===== src/rtl/lif_pkg.sv =====
// Shared definitions for time-multiplexed LIF neuron arrays: FSM encoding and default parameters.
package lif_pkg;

  typedef enum logic [1:0] {
    IDLE = 2'd0,
    RUN  = 2'd1,
    DONE = 2'd2
  } state_t;

  localparam int unsigned DEF_N_NEURONS  = 4;
  localparam int unsigned DEF_WIDTH      = 8;
  localparam int unsigned DEF_THRESHOLD  = 200;
  localparam int unsigned DEF_LEAK_SHIFT = 1;
  localparam int unsigned DEF_REFRACT    = 2;

  // Refractory counter width; kept at least one bit so REFRACT=0 still yields a legal vector.
  function automatic int unsigned refr_width(input int unsigned refract);
    return (refract == 0) ? 1 : $clog2(refract + 1);
  endfunction

endpackage


===== src/rtl/lif_update_unit.sv =====
// Combinational single-neuron LIF update: leak, saturating integrate, threshold, refractory hold.
module lif_update_unit
  import lif_pkg::*;
#(
  parameter int unsigned WIDTH      = DEF_WIDTH,
  parameter int unsigned THRESHOLD  = DEF_THRESHOLD,
  parameter int unsigned LEAK_SHIFT = DEF_LEAK_SHIFT,
  parameter int unsigned REFRACT    = DEF_REFRACT,
  parameter int unsigned REFR_W     = refr_width(DEF_REFRACT)
) (
  input  logic [WIDTH-1:0]  state,
  input  logic [WIDTH-1:0]  current,
  input  logic [REFR_W-1:0] refr,
  output logic [WIDTH-1:0]  next_state,
  output logic              spike,
  output logic [REFR_W-1:0] next_refr
);

  logic [WIDTH:0]   sum;
  logic [WIDTH-1:0] sat;

  always_comb begin
    sum        = {1'b0, current} + {1'b0, state >> LEAK_SHIFT};
    sat        = sum[WIDTH] ? '1 : sum[WIDTH-1:0];
    next_state = sat;
    spike      = 1'b0;
    next_refr  = refr;
    if (refr != '0) begin
      // Silent neuron: input is ignored and the membrane is held at rest.
      next_state = '0;
      next_refr  = refr - REFR_W'(1);
    end else if (sat >= WIDTH'(THRESHOLD)) begin
      next_state = '0;
      spike      = 1'b1;
      next_refr  = REFR_W'(REFRACT);
    end
  end

endmodule


===== src/rtl/lif_tdm_scheduler.sv =====
// Shares one LIF update unit across N_NEURONS neurons, one neuron per cycle in a feed-forward chain.
module lif_tdm_scheduler
  import lif_pkg::*;
#(
  parameter int unsigned N_NEURONS  = DEF_N_NEURONS,
  parameter int unsigned WIDTH      = DEF_WIDTH,
  parameter int unsigned THRESHOLD  = DEF_THRESHOLD,
  parameter int unsigned LEAK_SHIFT = DEF_LEAK_SHIFT,
  parameter int unsigned REFRACT    = DEF_REFRACT
) (
  input  logic                          clk,
  input  logic                          rst_n,
  input  logic                          ena,
  input  logic                          tick,
  input  logic [WIDTH-1:0]              ext_current,
  input  logic [$clog2(N_NEURONS)-1:0]  dbg_sel,
  output logic [WIDTH-1:0]              dbg_state,
  output logic [N_NEURONS-1:0]          spikes,
  output logic                          frame_done,
  output logic                          busy,
  output logic                          overrun
);

  localparam int unsigned IDX_W  = $clog2(N_NEURONS);
  localparam int unsigned REFR_W = refr_width(REFRACT);

  state_t                 state_q, state_d;
  logic [IDX_W-1:0]       idx_q;
  logic [WIDTH-1:0]       ext_q;
  logic [N_NEURONS-1:0]   acc_q, acc_d;
  logic [WIDTH-1:0]       mem_q  [N_NEURONS];
  logic [REFR_W-1:0]      refr_q [N_NEURONS];

  logic                   last;
  logic [WIDTH-1:0]       cur;
  logic [WIDTH-1:0]       upd_state;
  logic                   upd_spike;
  logic [REFR_W-1:0]      upd_refr;

  assign last      = (idx_q == IDX_W'(N_NEURONS - 1));
  assign dbg_state = mem_q[dbg_sel];

  // Neuron k>0 sees its predecessor's state, which was already updated earlier in this frame.
  always_comb begin
    cur   = (idx_q == '0) ? ext_q : mem_q[idx_q - IDX_W'(1)];
    acc_d = acc_q;
    acc_d[idx_q] = upd_spike;
  end

  lif_update_unit #(
    .WIDTH      (WIDTH),
    .THRESHOLD  (THRESHOLD),
    .LEAK_SHIFT (LEAK_SHIFT),
    .REFRACT    (REFRACT),
    .REFR_W     (REFR_W)
  ) u_update (
    .state      (mem_q[idx_q]),
    .current    (cur),
    .refr       (refr_q[idx_q]),
    .next_state (upd_state),
    .spike      (upd_spike),
    .next_refr  (upd_refr)
  );

  always_ff @(posedge clk) begin
    if (!rst_n) begin
      state_q <= IDLE;
    end else if (ena) begin
      state_q <= state_d;
    end
  end

  always_comb begin
    state_d = state_q;
    case (state_q)
      IDLE:    if (tick) state_d = RUN;
      RUN:     if (last) state_d = DONE;
      DONE:    state_d = IDLE;
      default: state_d = IDLE;
    endcase
  end

  always_ff @(posedge clk) begin
    if (!rst_n) begin
      idx_q      <= '0;
      ext_q      <= '0;
      acc_q      <= '0;
      spikes     <= '0;
      frame_done <= 1'b0;
      busy       <= 1'b0;
      overrun    <= 1'b0;
      for (int i = 0; i < N_NEURONS; i++) begin
        mem_q[i]  <= '0;
        refr_q[i] <= '0;
      end
    end else if (ena) begin
      frame_done <= (state_d == DONE);
      busy       <= (state_d != IDLE);
      if (tick && (state_q != IDLE)) overrun <= 1'b1;
      case (state_q)
        IDLE: begin
          if (tick) begin
            ext_q <= ext_current;
            idx_q <= '0;
            acc_q <= '0;
          end
        end
        RUN: begin
          mem_q[idx_q]  <= upd_state;
          refr_q[idx_q] <= upd_refr;
          acc_q         <= acc_d;
          if (last) begin
            spikes <= acc_d;
            idx_q  <= '0;
          end else begin
            idx_q <= idx_q + IDX_W'(1);
          end
        end
        default: ;
      endcase
    end
  end

endmodule


===== config.mk =====
export PLATFORM = sky130hd
export DESIGN_NAME = lif_tdm_scheduler
export DESIGN_NICKNAME = d
export VERILOG_FILES = /design/src/rtl/lif_pkg.sv /design/src/rtl/lif_update_unit.sv /design/src/rtl/lif_tdm_scheduler.sv
export SDC_FILE = /design/constraint.sdc
export NUM_CORES = 1
export LEC_CHECK = 0
export CORE_MARGIN = 5
export CORE_UTILIZATION = 59
export DETAILED_ROUTE_END_ITERATION = 8
export GPL_ROUTABILITY_DRIVEN = 0
export PLACE_DENSITY = 0.78
export SYNTH_ARGS = -nofsm -noshare
export SYNTH_HDL_FRONTEND = slang
export SYNTH_HIERARCHICAL = 1
export SYNTH_SLANG_ARGS = --single-unit

===== constraint.sdc =====
create_clock -name clk -period 5.3 [get_ports clk]
set_clock_uncertainty 0.15 [all_clocks]
set_input_delay 0.53 -clock clk [delete_from_list [all_inputs] [get_ports clk]]
set_output_delay 0.53 -clock clk [all_outputs]
set_load 0.01 [all_outputs]

==> run metrics <==
CTS tree=built; Post-DRT Antenna Nets=0; final-report max-slew violation count=0; setup TNS=0 ns; routed vias=about 2700; leakage=between 1.5 and 2 nW; DR iter-0 viols=138; Pwr Density=about 260 nW/µm²; HP Class=flip-flop to flip-flop; Setup Viol. Count Final=0; Remaining DRCs=0; Worst Setup End Kind=flip-flop; Vias/cell=6.21; die area=between 8000 and 9000 µm²; crit start category=flip-flop; CP arrival=approximately 4.7 ns; GRT Residual Overflow=0; layout cells sized above 1=a little under a fifth; Antenna Diode Count=0; 1st-pass router iterations=4; chip width=roughly 90 µm; root buffer cell=clkbuf_8; Slew @ Worst Pin=0.824 ns; Detail Placement HPWL=slightly above 6000 µm; final design utilization=between 60% and 70%; FF-to-FF Start=idx_q[1]; Hold-fix buffers, CTS=0; Reg2Reg Setup Slack=just under 0.8 ns; outcome=finished, final reports clean; Critical Path End=spikes[0]; fin cells=around 440; worst-case reg-to-reg path depth=15; Max Root-Sink Buffers=2; Clk Latency, worst-skew pair=0.34 ns; Power Total=roughly 1.1 mW; Worst-path clk slew=0.07 ns; core area=about 6700 µm²; post-cts resize count=0; CTS sink count=64; Yosys warnings=6; final setup margin=around 0.78 ns; Worst Path Required=roughly 5.4 ns; maxcap violations=0; CP max stage cell=ha_1; Initial Util=59.8%; final instance area=approximately 4500 µm²; Syn Inst Count=about 330; Die Span Y=roughly 93 µm; total CTS buffers=9; FP Rows=30; gr usage total=around 21%; drt wl/cell=19.6 µm; Place WS=~0.8 ns; VDD IR max=~250 µV; final worst path period share=between 80 and 90%; initial antenna violation count=0; vias in the first global route=2552; H-tree depth=3; reg-to-reg endpoint=spikes[0]; I/O pin cnt=29; Netlist Area Pre-Place=between 4000 and 5000 µm²; port buffer count=28; Hold Slack=around 0.32 ns; RSZ-0062 raised after global routing=no; crit-path most repeated cell=ha_1; Mean Syn Cell Area=between 10 and 15 µm²; Placement Cell Area=4290 µm²; Worst Hold Launch=overrun; CP peak stage delay=0.55 ns; Post-CTS Setup Bufs=0; worst-path cell chain=inv_1 > ha_1 > mux4_1 > mux2_2 > ha_1 > fa_1 > a211o_1 > a21oi_1 > xor2_1 > a22o_1 > nand2b_1 > nor2_1 > nand2_1 > o211ai_1 > o211a_1; final hold vios=0; Max FO, Critical Path=9; first-pass GRT wire length=approximately 14000 µm; largest net degree at the start of global routing=28; fmax=between 200 and 250 MHz; syn nets=around 360; Routed WL=8560 µm; relative slew slack=between 40% and 50%; Final nets=roughly 380; min Tclk post-route=roughly 4.5 ns; Layout area overhead=11.4%; CP Class=flip-flop to flip-flop; Cells after DPL=421; Critical Path Start=idx_q[1]
==> flip-flops by register name, summed over array words and instances, names as in the netlist, named ones only <==
| name | cells |
|---|---|
| acc_q | 3 |
| busy | 1 |
| ext_q | 8 |
| frame_done | 1 |
| idx_q | 2 |
| mem_q | 32 |
| overrun | 1 |
| refr_q | 8 |
| spikes | 4 |
| state_q | 2 |
==> critical path, delay by kind of cell, from the launching register on <==
kind                     cells  cell delay, ns
buffers and inverters        1            0.12
AND/OR/NAND/NOR              3            0.68
AO/OA/AOI/OAI                5            1.09
XOR/XNOR                     1            0.10
multiplexers                 2            0.65
flip-flops                   1            0.43
adder cells (fa/ha/maj)      3            1.24
==> worst min-delay path by stage <==
stage / endpoint / slack (ns) / depth (start not counted)
final: overrun / 0.32 / 1
after global routing: spikes[3] / 0.35 / 2
after CTS: overrun / 0.33 / 1
after detailed placement: overrun / 0.31 / 1
after global placement: overrun / 0.30 / 1
after floorplan: ext_q[0] / 0.33 / 2
==> placed cells by master (no fill, tap or decap), types with 3 or more instances in the layout <==
cell             instances
buf_4                    5
nand3b_1                 6
nand2b_1                 9
nor2b_1                 15
clkbuf_8                 9
clkdlybuf4s50_1         28
dfxtp_1                 24
mux2i_1                  8
xnor2_1                  4
a21boi_0                 4
mux4_2                  23
o211a_1                  4
nand2_1                 10
inv_1                    7
ha_1                    12
nor2_1                  18
edfxtp_1                40
nor3_1                   4
nand3_1                  7
mux2_2                   8
o211ai_1                 6
a21oi_1                  7
o21ai_0                  5
and2_1                  40
o21a_1                   3
==> area by class of cell <==
| cell class | count | area, µm² |
|---|---|---|
| multi-input combinational | 237 | 2160 |
| tap | 80 | 100 |
| fill | 486 | 2240 |
| clock buffer | 9 | 124 |
| clock inverter | 7 | 62.6 |
| timing repair buffer | 33 | 318 |
| sequential | 64 | 1680 |
| inverter | 7 | 26.3 |
==> power by group <==
part | internal, mW | switching (mW) | leakage, nW
registers | 0.545 | 0.0120 | 0.609
logic | 0.0901 | 0.103 | 0.954
clock network | 0.212 | 0.183 | 0.0901
==> metal layers <==
metal | routed length, µm | up-vias | GRT usage (%)
li1 | - | 1284 | -
met1 | 3850 | 1316 | 30.3
met2 | 3980 | 103 | 32.7
met3 | 588 | 9 | 4.55
met4 | 143 | 0 | 7.67
met5 | 0 | - | 0
Note: power is estimated with default switching activity, not from simulation.
==> patch (same flow settings) <==
`DEF_REFRACT`: 2 -> 1.
--- a/src/rtl/lif_pkg.sv
+++ b/src/rtl/lif_pkg.sv
@@ -11,7 +11,7 @@
   localparam int unsigned DEF_WIDTH      = 8;
   localparam int unsigned DEF_THRESHOLD  = 200;
   localparam int unsigned DEF_LEAK_SHIFT = 1;
-  localparam int unsigned DEF_REFRACT    = 2;
+  localparam int unsigned DEF_REFRACT    = 1;
 
   // Refractory counter width; kept at least one bit so REFRACT=0 still yields a legal vector.
   function automatic int unsigned refr_width(input int unsigned refract);
Check against the original RTL: same outputs for any inputs over 4 cycles, from zero or initial values and one cycle with rst_n low; that may be too few to reach the edited logic, so the function may still have changed.
==> patch against the original RTL <==
Design area down 10%; setup slack worse by 0.11 ns; synthesized cell count down 13%; wire length down 8.8%; critical endpoint is now acc_q[2]; sequential share of layout area up 0.52 points; global-route usage up 1.3 points; sequential power down 7.0%; via count down 12%; synthesized area down 12%; total power down 10%; critical path depth unchanged; maximum frequency down 2.5%; sequential cell count down 4; highest routed layer unchanged.
==> patch: results <==
[layout]
design_area_um2 = 4020
biggestRegsByFlops = "mem_q (32), ext_q (8)"
layout.nets = 340
layout-drive-gt1-share_pct = 17.6

[grt]
global_route.usage.met2_pct = 36.9
grtUsageMet3_pct = 5.74
grt_start_max_net_pins = 30
overall_fraction_of_global_route_tracks_in_use_pct = 22.7
first_global_vias = 2433
wire_length_of_the_first_global_routing_pass_mm = 12.6
globalRouteMet1Util_pct = 28.3

[power_and_ir_drop]
power.static_leakage_nw = 1.52
switching_power_w = 0.000260
max-vdd-ir-drop_mv = 0.158

[placed_design]
post-dp-hpwl_mm = 5.69
placed_cells = 378
port-buffer-count = 28
dpl-instance-area_um2 = 3860
dp_slack_ns = 0.653

[synth]
postSynthNetCount = 315
syn_area_per_cell_um2 = 12.3

[sta]
max_slew.worst_pin.slew_ns = 1.08

[routing]
drt-wirelength-per-cell_um = 19.8
detailed_route_wire_length_on_metal_1_mm = 3.28
via_per_inst = 6.09
dr_wl_met3_um = 414
detailedRoute.firstPassIterationCount = 4
dr_wl_met2_mm = 3.89
drt_iter0_markers = 215
wl_mm = 7.81

[worst_setup_path]
peak_per_stage_delay_on_the_critical_path_ns = 0.58
arrival_ns = 4.77
timing.critical_path.fanout_max = 9

[clock_tree]
clock_insertion_delay_worst_skew_ns = 0.33
cts.path.max_buffers = 2

[status]
status = "finished clean"
patch: path summary, 6_finish.rpt:
check             slack (ns)  endpoint     start
setup / recovery        0.66  acc_q[2]  idx_q[1]
hold / removal          0.30  acc_q[0]  acc_q[0]
setup reg to reg        0.66  acc_q[2]  idx_q[1]
hold reg to reg         0.30  acc_q[0]  acc_q[0]
patch: power by group through the flow:
stage / clock, W / combinational (W) / sequential (W)
after floorplan: 0 / 0.000122 / 0.000522
after global routing: 0.000373 / 0.000186 / 0.000519
final: 0.000340 / 0.000171 / 0.000518
after CTS: 0.000347 / 0.000172 / 0.000518
after detailed placement: 0 / 0.000171 / 0.000528
after global placement: 0 / 0.000168 / 0.000526
patch: final cells by class:
| type | count | area, um^2 |
|---|---|---|
| timing repair buffer | 31 | 303 |
| sequential | 60 | 1530 |
| clock buffer | 14 | 153 |
| multi-input combinational | 207 | 1910 |
| clock inverter | 2 | 10.0 |
| inverter | 5 | 18.8 |
| fill | 440 | 1870 |
| tap | 75 | 93.8 |
